$ cat src/rtl/amp_pwr_seq.sv
// amp_pwr_seq: power and fault sequencer for the class-D amplifier stage.
// Holds the amp in shutdown until the EQ low-frequency queues are full. It
// then runs a timed power-up and a sample-counted unmute. On an amp fault it
// mutes and shuts the amp down, cools down and retries. After MAX_RETRY
// consecutive faults it locks out until clr_fault is pulsed.
//
// state   | enc | meaning
// --------+-----+----------------------------------------------------------
// WAIT_Q  |  0  | amp off and muted, waiting for seq_low
// PWR_UP  |  1  | amp still off, counting STARTUP_CYC clk cycles
// UNMUTE  |  2  | amp on but muted, counting UNMUTE_SMP vld strobes
// RUN     |  3  | amp on and unmuted, normal operation
// FAULT   |  4  | amp off and muted, COOLDOWN_CYC cooldown before retry
// LOCKOUT |  5  | amp off and muted, waiting for clr_fault

module amp_pwr_seq #(
  parameter int unsigned STARTUP_CYC  = 250000,
  parameter int unsigned UNMUTE_SMP   = 64,
  parameter int unsigned COOLDOWN_CYC = 250000,
  parameter int unsigned FLT_FILT     = 4,
  parameter int unsigned MAX_RETRY    = 3,
  parameter int unsigned CNT_W        = 18
) (
  input  logic       clk,
  input  logic       rst,
  input  logic       Flt_n,
  input  logic       seq_low,
  input  logic       vld,
  input  logic       clr_fault,
  output logic       sht_dwn,
  output logic       mute,
  output logic [1:0] fault_cnt,
  output logic       lockout,
  output logic [2:0] state
);

  localparam int unsigned SMP_W = $clog2(UNMUTE_SMP + 1);
  localparam int unsigned FLT_W = $clog2(FLT_FILT + 1);

  localparam logic [CNT_W-1:0] STARTUP_LAST = CNT_W'(STARTUP_CYC - 1);
  localparam logic [CNT_W-1:0] COOL_LAST    = CNT_W'(COOLDOWN_CYC - 1);
  localparam logic [SMP_W-1:0] SMP_LAST     = SMP_W'(UNMUTE_SMP - 1);
  localparam logic [SMP_W-1:0] SMP_DONE     = SMP_W'(UNMUTE_SMP);
  localparam logic [FLT_W-1:0] FLT_LAST     = FLT_W'(FLT_FILT - 1);
  localparam logic [FLT_W-1:0] FLT_MAX      = FLT_W'(FLT_FILT);
  localparam logic [1:0]       RETRY_MAX    = 2'(MAX_RETRY);

  typedef enum logic [2:0] {
    WAIT_Q  = 3'd0,
    PWR_UP  = 3'd1,
    UNMUTE  = 3'd2,
    RUN     = 3'd3,
    FAULT   = 3'd4,
    LOCKOUT = 3'd5
  } state_t;

  state_t            state_q, state_d;
  logic [CNT_W-1:0]  cyc_q, cyc_d;
  logic [SMP_W-1:0]  smp_q, smp_d;
  logic [1:0]        fcnt_q, fcnt_d;
  logic              flt_s1, flt_s2;
  logic [FLT_W-1:0]  flt_cnt;
  logic              flt_det;

  // Two-flop resynchronizer for the asynchronous fault pin (idles high).
  always_ff @(posedge clk or posedge rst) begin
    if (rst) begin
      flt_s1 <= 1'b1;
      flt_s2 <= 1'b1;
    end else begin
      flt_s1 <= Flt_n;
      flt_s2 <= flt_s1;
    end
  end

  // Glitch filter: count consecutive synced-low cycles, saturating at FLT_FILT.
  always_ff @(posedge clk or posedge rst) begin
    if (rst) begin
      flt_cnt <= '0;
    end else if (flt_s2) begin
      flt_cnt <= '0;
    end else if (flt_cnt != FLT_MAX) begin
      flt_cnt <= flt_cnt + 1'b1;
    end
  end

  // The fault is a level that stays up while the pin is low. It fires in the
  // cycle whose edge brings the count to FLT_FILT, so the FSM acts on that edge.
  // A fault that was already present when power-up starts is still caught.
  assign flt_det = ~flt_s2 && (flt_cnt >= FLT_LAST);

  // State, counter and retry-count registers.
  always_ff @(posedge clk or posedge rst) begin
    if (rst) begin
      state_q <= WAIT_Q;
      cyc_q   <= '0;
      smp_q   <= '0;
      fcnt_q  <= '0;
    end else begin
      state_q <= state_d;
      cyc_q   <= cyc_d;
      smp_q   <= smp_d;
      fcnt_q  <= fcnt_d;
    end
  end

  // Next-state, counter and retry-count logic. Fault detection takes priority.
  always_comb begin
    state_d = state_q;
    cyc_d   = cyc_q;
    smp_d   = smp_q;
    fcnt_d  = fcnt_q;

    case (state_q)
      WAIT_Q: begin
        if (seq_low) state_d = PWR_UP;
      end
      PWR_UP: begin
        if (flt_det)                    state_d = FAULT;
        else if (cyc_q == STARTUP_LAST) state_d = UNMUTE;
        else                            cyc_d   = cyc_q + 1'b1;
      end
      UNMUTE: begin
        if (flt_det) begin
          state_d = FAULT;
        end else if (vld) begin
          if (smp_q == SMP_LAST) state_d = RUN;
          else                   smp_d   = smp_q + 1'b1;
        end
      end
      RUN: begin
        if (flt_det) begin
          state_d = FAULT;
        end else if (vld && (smp_q != SMP_DONE)) begin
          smp_d = smp_q + 1'b1;
          if (smp_q == SMP_LAST) fcnt_d = '0;
        end
      end
      FAULT: begin
        if (fcnt_q == RETRY_MAX) begin
          state_d = LOCKOUT;
        end else if (cyc_q == COOL_LAST) begin
          // Retry only if the pin is released at expiry; otherwise start over.
          if (flt_s2) state_d = WAIT_Q;
          else        cyc_d   = '0;
        end else begin
          cyc_d = cyc_q + 1'b1;
        end
      end
      LOCKOUT: begin
        if (clr_fault) begin
          state_d = WAIT_Q;
          fcnt_d  = '0;
        end
      end
      default: state_d = WAIT_Q;
    endcase

    if ((state_d == FAULT) && (state_q != FAULT)) begin
      fcnt_d = (fcnt_q == RETRY_MAX) ? fcnt_q : fcnt_q + 2'd1;
    end

    if (state_d != state_q) begin
      cyc_d = '0;
      smp_d = '0;
    end
  end

  // Outputs are registered from the next state so they switch on the transition edge.
  always_ff @(posedge clk or posedge rst) begin
    if (rst) begin
      sht_dwn <= 1'b1;
      mute    <= 1'b1;
      lockout <= 1'b0;
    end else begin
      sht_dwn <= !((state_d == UNMUTE) || (state_d == RUN));
      mute    <= (state_d != RUN);
      lockout <= (state_d == LOCKOUT);
    end
  end

  assign fault_cnt = fcnt_q;
  assign state     = state_q;

endmodule

$ cat config.mk
export PLATFORM = sky130hd
export DESIGN_NAME = amp_pwr_seq
export DESIGN_NICKNAME = d
export VERILOG_FILES = /design/src/rtl/amp_pwr_seq.sv
export SDC_FILE = /design/constraint.sdc
export NUM_CORES = 1
export LEC_CHECK = 0
export CELL_PAD_IN_SITES_DETAIL_PLACEMENT = 0
export CELL_PAD_IN_SITES_GLOBAL_PLACEMENT = 1
export CORE_ASPECT_RATIO = 1.2
export CORE_MARGIN = 5
export CORE_UTILIZATION = 45
export CTS_CLUSTER_DIAMETER = 60
export DETAILED_ROUTE_END_ITERATION = 10
export GPL_TIMING_DRIVEN = 0
export MAX_ROUTING_LAYER = met4
export PLACE_DENSITY = 0.84
export SLEW_MARGIN = 10
export SYNTH_ARGS = -nofsm -noshare
export SYNTH_HDL_FRONTEND = slang
export SYNTH_SLANG_ARGS = --single-unit
$ cat constraint.sdc
create_clock -name clk -period 2.8 [get_ports clk]
set_input_delay 0.56 -clock clk [delete_from_list [all_inputs] [get_ports clk]]
set_output_delay 0.56 -clock clk [all_outputs]
set_load 0.1 [all_outputs]
==> results.py <==
metrics = {
    "placement": {
        "place_area_mm2": 0.00242,
        "finalWeightedCongestion": 0.770,
        "portBuffers": 13,
        "dpl.hpwl_mm": 3.21,
        "place_inst": 305,
        "dp_slack_ps": -31.7,
    },
    "clock_tree": {
        "tritoncts": "yes",
        "ctsHoldBuffers": 0,
        "clkTransAtPathRegs_ps": 80,
        "clkSinkCount": 38,
        "clk_latency_ps": 290,
        "cts.path.max_buffers": 2,
        "htree_levels": 2,
        "cts_buffers": 5,
        "cts-root-buf": "clkbuf_8",
    },
    "worst_setup_path": {
        "worstPathRequired_ps": 3030,
        "crit_family": "simple AND/OR/NAND/NOR gates",
        "crit_path_max_incr_delay_ps": 530,
        "cp_num_cells": 9,
        "cp_data_arrival_time_ps": 2870,
        "crit_buf_inv": 1,
        "criticalPathCategory": "flop to flop",
        "ff2ff_path_depth": 9,
        "cp_max_fo": 6,
        "start_kind": "flop",
        "worstPathCellList": "ha_1 > ha_2 > a211oi_4 > o211ai_2 > or4b_4 > buf_4 > or2_0 > or3_1 > a21oi_2",
        "slowest_stage": "or4b_4",
        "critPathCaptureType": "flop",
    },
    "finish": {
        "fin_nets": 275,
        "n_fill_cell": 441,
        "layout-drive-gt1-share": 0.160,
        "fin_cells": 321,
        "num_antenna_cells": 0,
        "synthToLayoutAreaGrowth_pct": 18.0,
        "multiInputGateArea_mm2": 0.00118,
        "fin_area_mm2": 0.00258,
        "regArea_um2": 961,
    },
    "synthesis": {
        "ys_seq_area_frac": 0.436,
        "synth.distinct_cells": 51,
        "synth-main-ff-cell": "dfrtp_1",
        "postSynth.asyncResetShare": 1.00,
        "netlist_top_cells_area": "dfrtp_1, xor2_1, nor2_1",
        "synth_top_area_share": 0.388,
        "synthesis.area_mm2": 0.00219,
        "synth_common_cells": "dfrtp_1, nor2_1, nand2_1, xor2_1, inv_1",
        "ys_warn_count": 0,
        "synth-seq-cells": 38,
        "yosysMostFrequentCell": "dfrtp_1",
        "synth_fp_nets": 246,
        "synth_area_per_cell_um2": 9.40,
        "synth_cells": 233,
        "synth-edff-count": 0,
        "yosys.area.top_type": "dfrtp_1",
    },
    "die": {
        "start_util": 0.470,
        "ioPinCount": 14,
        "core_mm2": 0.00466,
        "placementRows": 27,
        "fp.dieW_um": 73.7,
        "die_area_mm2": 0.00637,
        "die_h_um": 86.4,
    },
    "sta": {
        "max_freq_mhz": 378,
        "setup_viol": 0,
        "post-route-period-util": 0.945,
        "hold_viol": 0,
        "slew_violations": 0,
        "fin_ws_ps": 153,
        "clock_skew_ps": 13.0,
        "relSlewSlack": 0.346,
        "finalCriticalPeriod_ps": 2650,
        "tightest_slew_ps": 977,
        "rsz0062_at_grt": "no",
    },
    "routing": {
        "totalWireLength_mm": 4.53,
        "wl_met2_mm": 2.27,
        "wl_met3_um": 134,
        "wl_met1_mm": 2.07,
        "topRoutingLayerUsed": "met4",
        "via_per_inst": 5.44,
        "drt-pass1-iter-count": 4,
        "vias": 1745,
        "routedWlPerCell_um": 14.1,
        "first_iter_violations": 121,
        "ant_nets": 0,
        "drc_errors": 0,
    },
    "grt": {
        "grt_pass1_vias": 1768,
        "grt_first_pass_wirelength_mm": 7.94,
        "grtUsageTotal": 0.161,
        "antenna_found_initial": 0,
        "grt_max_degree": 39,
        "overflow": 0,
    },
    "status": {
        "run_status": "finished clean",
    },
    "run": {
        "drv_cap": 0,
    },
    "power": {
        "vdd_drop_max_mv": 0.302,
        "power.density_mw_per_mm2": 799,
        "total_power_w": 0.00207,
        "leakagePower_nw": 1.04,
    },
    "worst_hold_path": {
        "min_path_type": "flop to flop",
        "hold_path_depth": 0,
    },
}
metal layers:
layer,up-vias,track usage
met5,-,-
met4,0,0.0527
met3,6,0.0325
met2,24,0.265
met1,838,0.197
li1,877,-
state kept, by name, indices dropped and copies added (netlist names):
register / cells
cyc_q: 18
fault_cnt: 2
flt_cnt: 3
flt_s1: 1
flt_s2: 1
lockout: 1
mute: 1
sht_dwn: 1
smp_q: 7
state: 3
per-stage QoR:
step / hold slack (ps) / util / TNS [ps]
floorplan: 345 / - / 0
global placement: 357 / 0.514 / -16.1
detailed placement: 354 / 0.518 / -31.7
CTS: 367 / 0.544 / 0
global route: 370 / 0.554 / 0
finish: 366 / 0.554 / 0
cell type report:
cell class	instances	area share
Buffer	7	0.0131
Sequential cell	38	0.372
Clock buffer	6	0.0281
Multi-Input combinational cell	176	0.456
Clock inverter	2	0.00387
Timing Repair Buffer	22	0.0813
Inverter	12	0.0174
Tap cell	58	0.0281
power breakdown:
group	internal (W)	leakage [nW]	switching, W	total, W
clock network	0.000173	0.0450	0.000184	0.000357
registers	0.000623	0.501	0.0000696	0.000692
logic	0.000387	0.491	0.000630	0.00102
total	0.00118	1.04	0.000884	0.00207
path summary, 6_finish.rpt:
path / from / endpoint / slack [ps]
setup / recovery: flt_cnt[1] / cyc_q[16] / 150
hold / removal: flt_s1 / flt_s2 / 370
setup reg to reg: flt_cnt[1] / cyc_q[16] / 150
hold reg to reg: flt_s1 / flt_s2 / 370
max in group asynchronous: rst / mute / 1940
min in group asynchronous: rst / cyc_q[4] / 610
layout by cell type, fill, tap and decap left out, drive strengths merged, types with 2 or more instances in the layout:
cell type and n:
nor2b 3, o2111ai 3, a21oi 11, or2 4
ha 7, and3 3, dfrtp 34, clkdlybuf4s50 13
inv 12, o21ai 11, mux2i 2, nor4b 3
xnor2 9, o211ai 2, nor2 29, nor3 10
dfstp 4, o21bai 2, xor2 14, nor4 5
nand3 6, a211oi 2, nand2b 3, or4b 4
nand4 8, clkbuf 10, nand2 17, clkinv 2
buf 12, or3 3
cells by family (layout without fill, tap and decap cells):
family / count (synthesis) / after routing / synth area share
and+or+nand+nor: 105 / 105 / 0.260
xor gates and xnor gates: 23 / 23 / 0.0920
AOI/OAI and AO/OA: 38 / 38 / 0.123
muxes: 3 / 3 / 0.0143
buffers and inverters: 19 / 49 / 0.0348
adders and majority gates: 7 / 7 / 0.0400
DFF: 38 / 38 / 0.436
repair_timing:
item / in CTS / in global routing
buffers inserted: 4 / 4
endpoints found under the hold margin: 0 / 0
pin swaps: 3 / 4
endpoints found under the setup margin: 1 / 16
gates resized for setup: 3 / 4
Note: power is estimated with default switching activity, not from simulation.
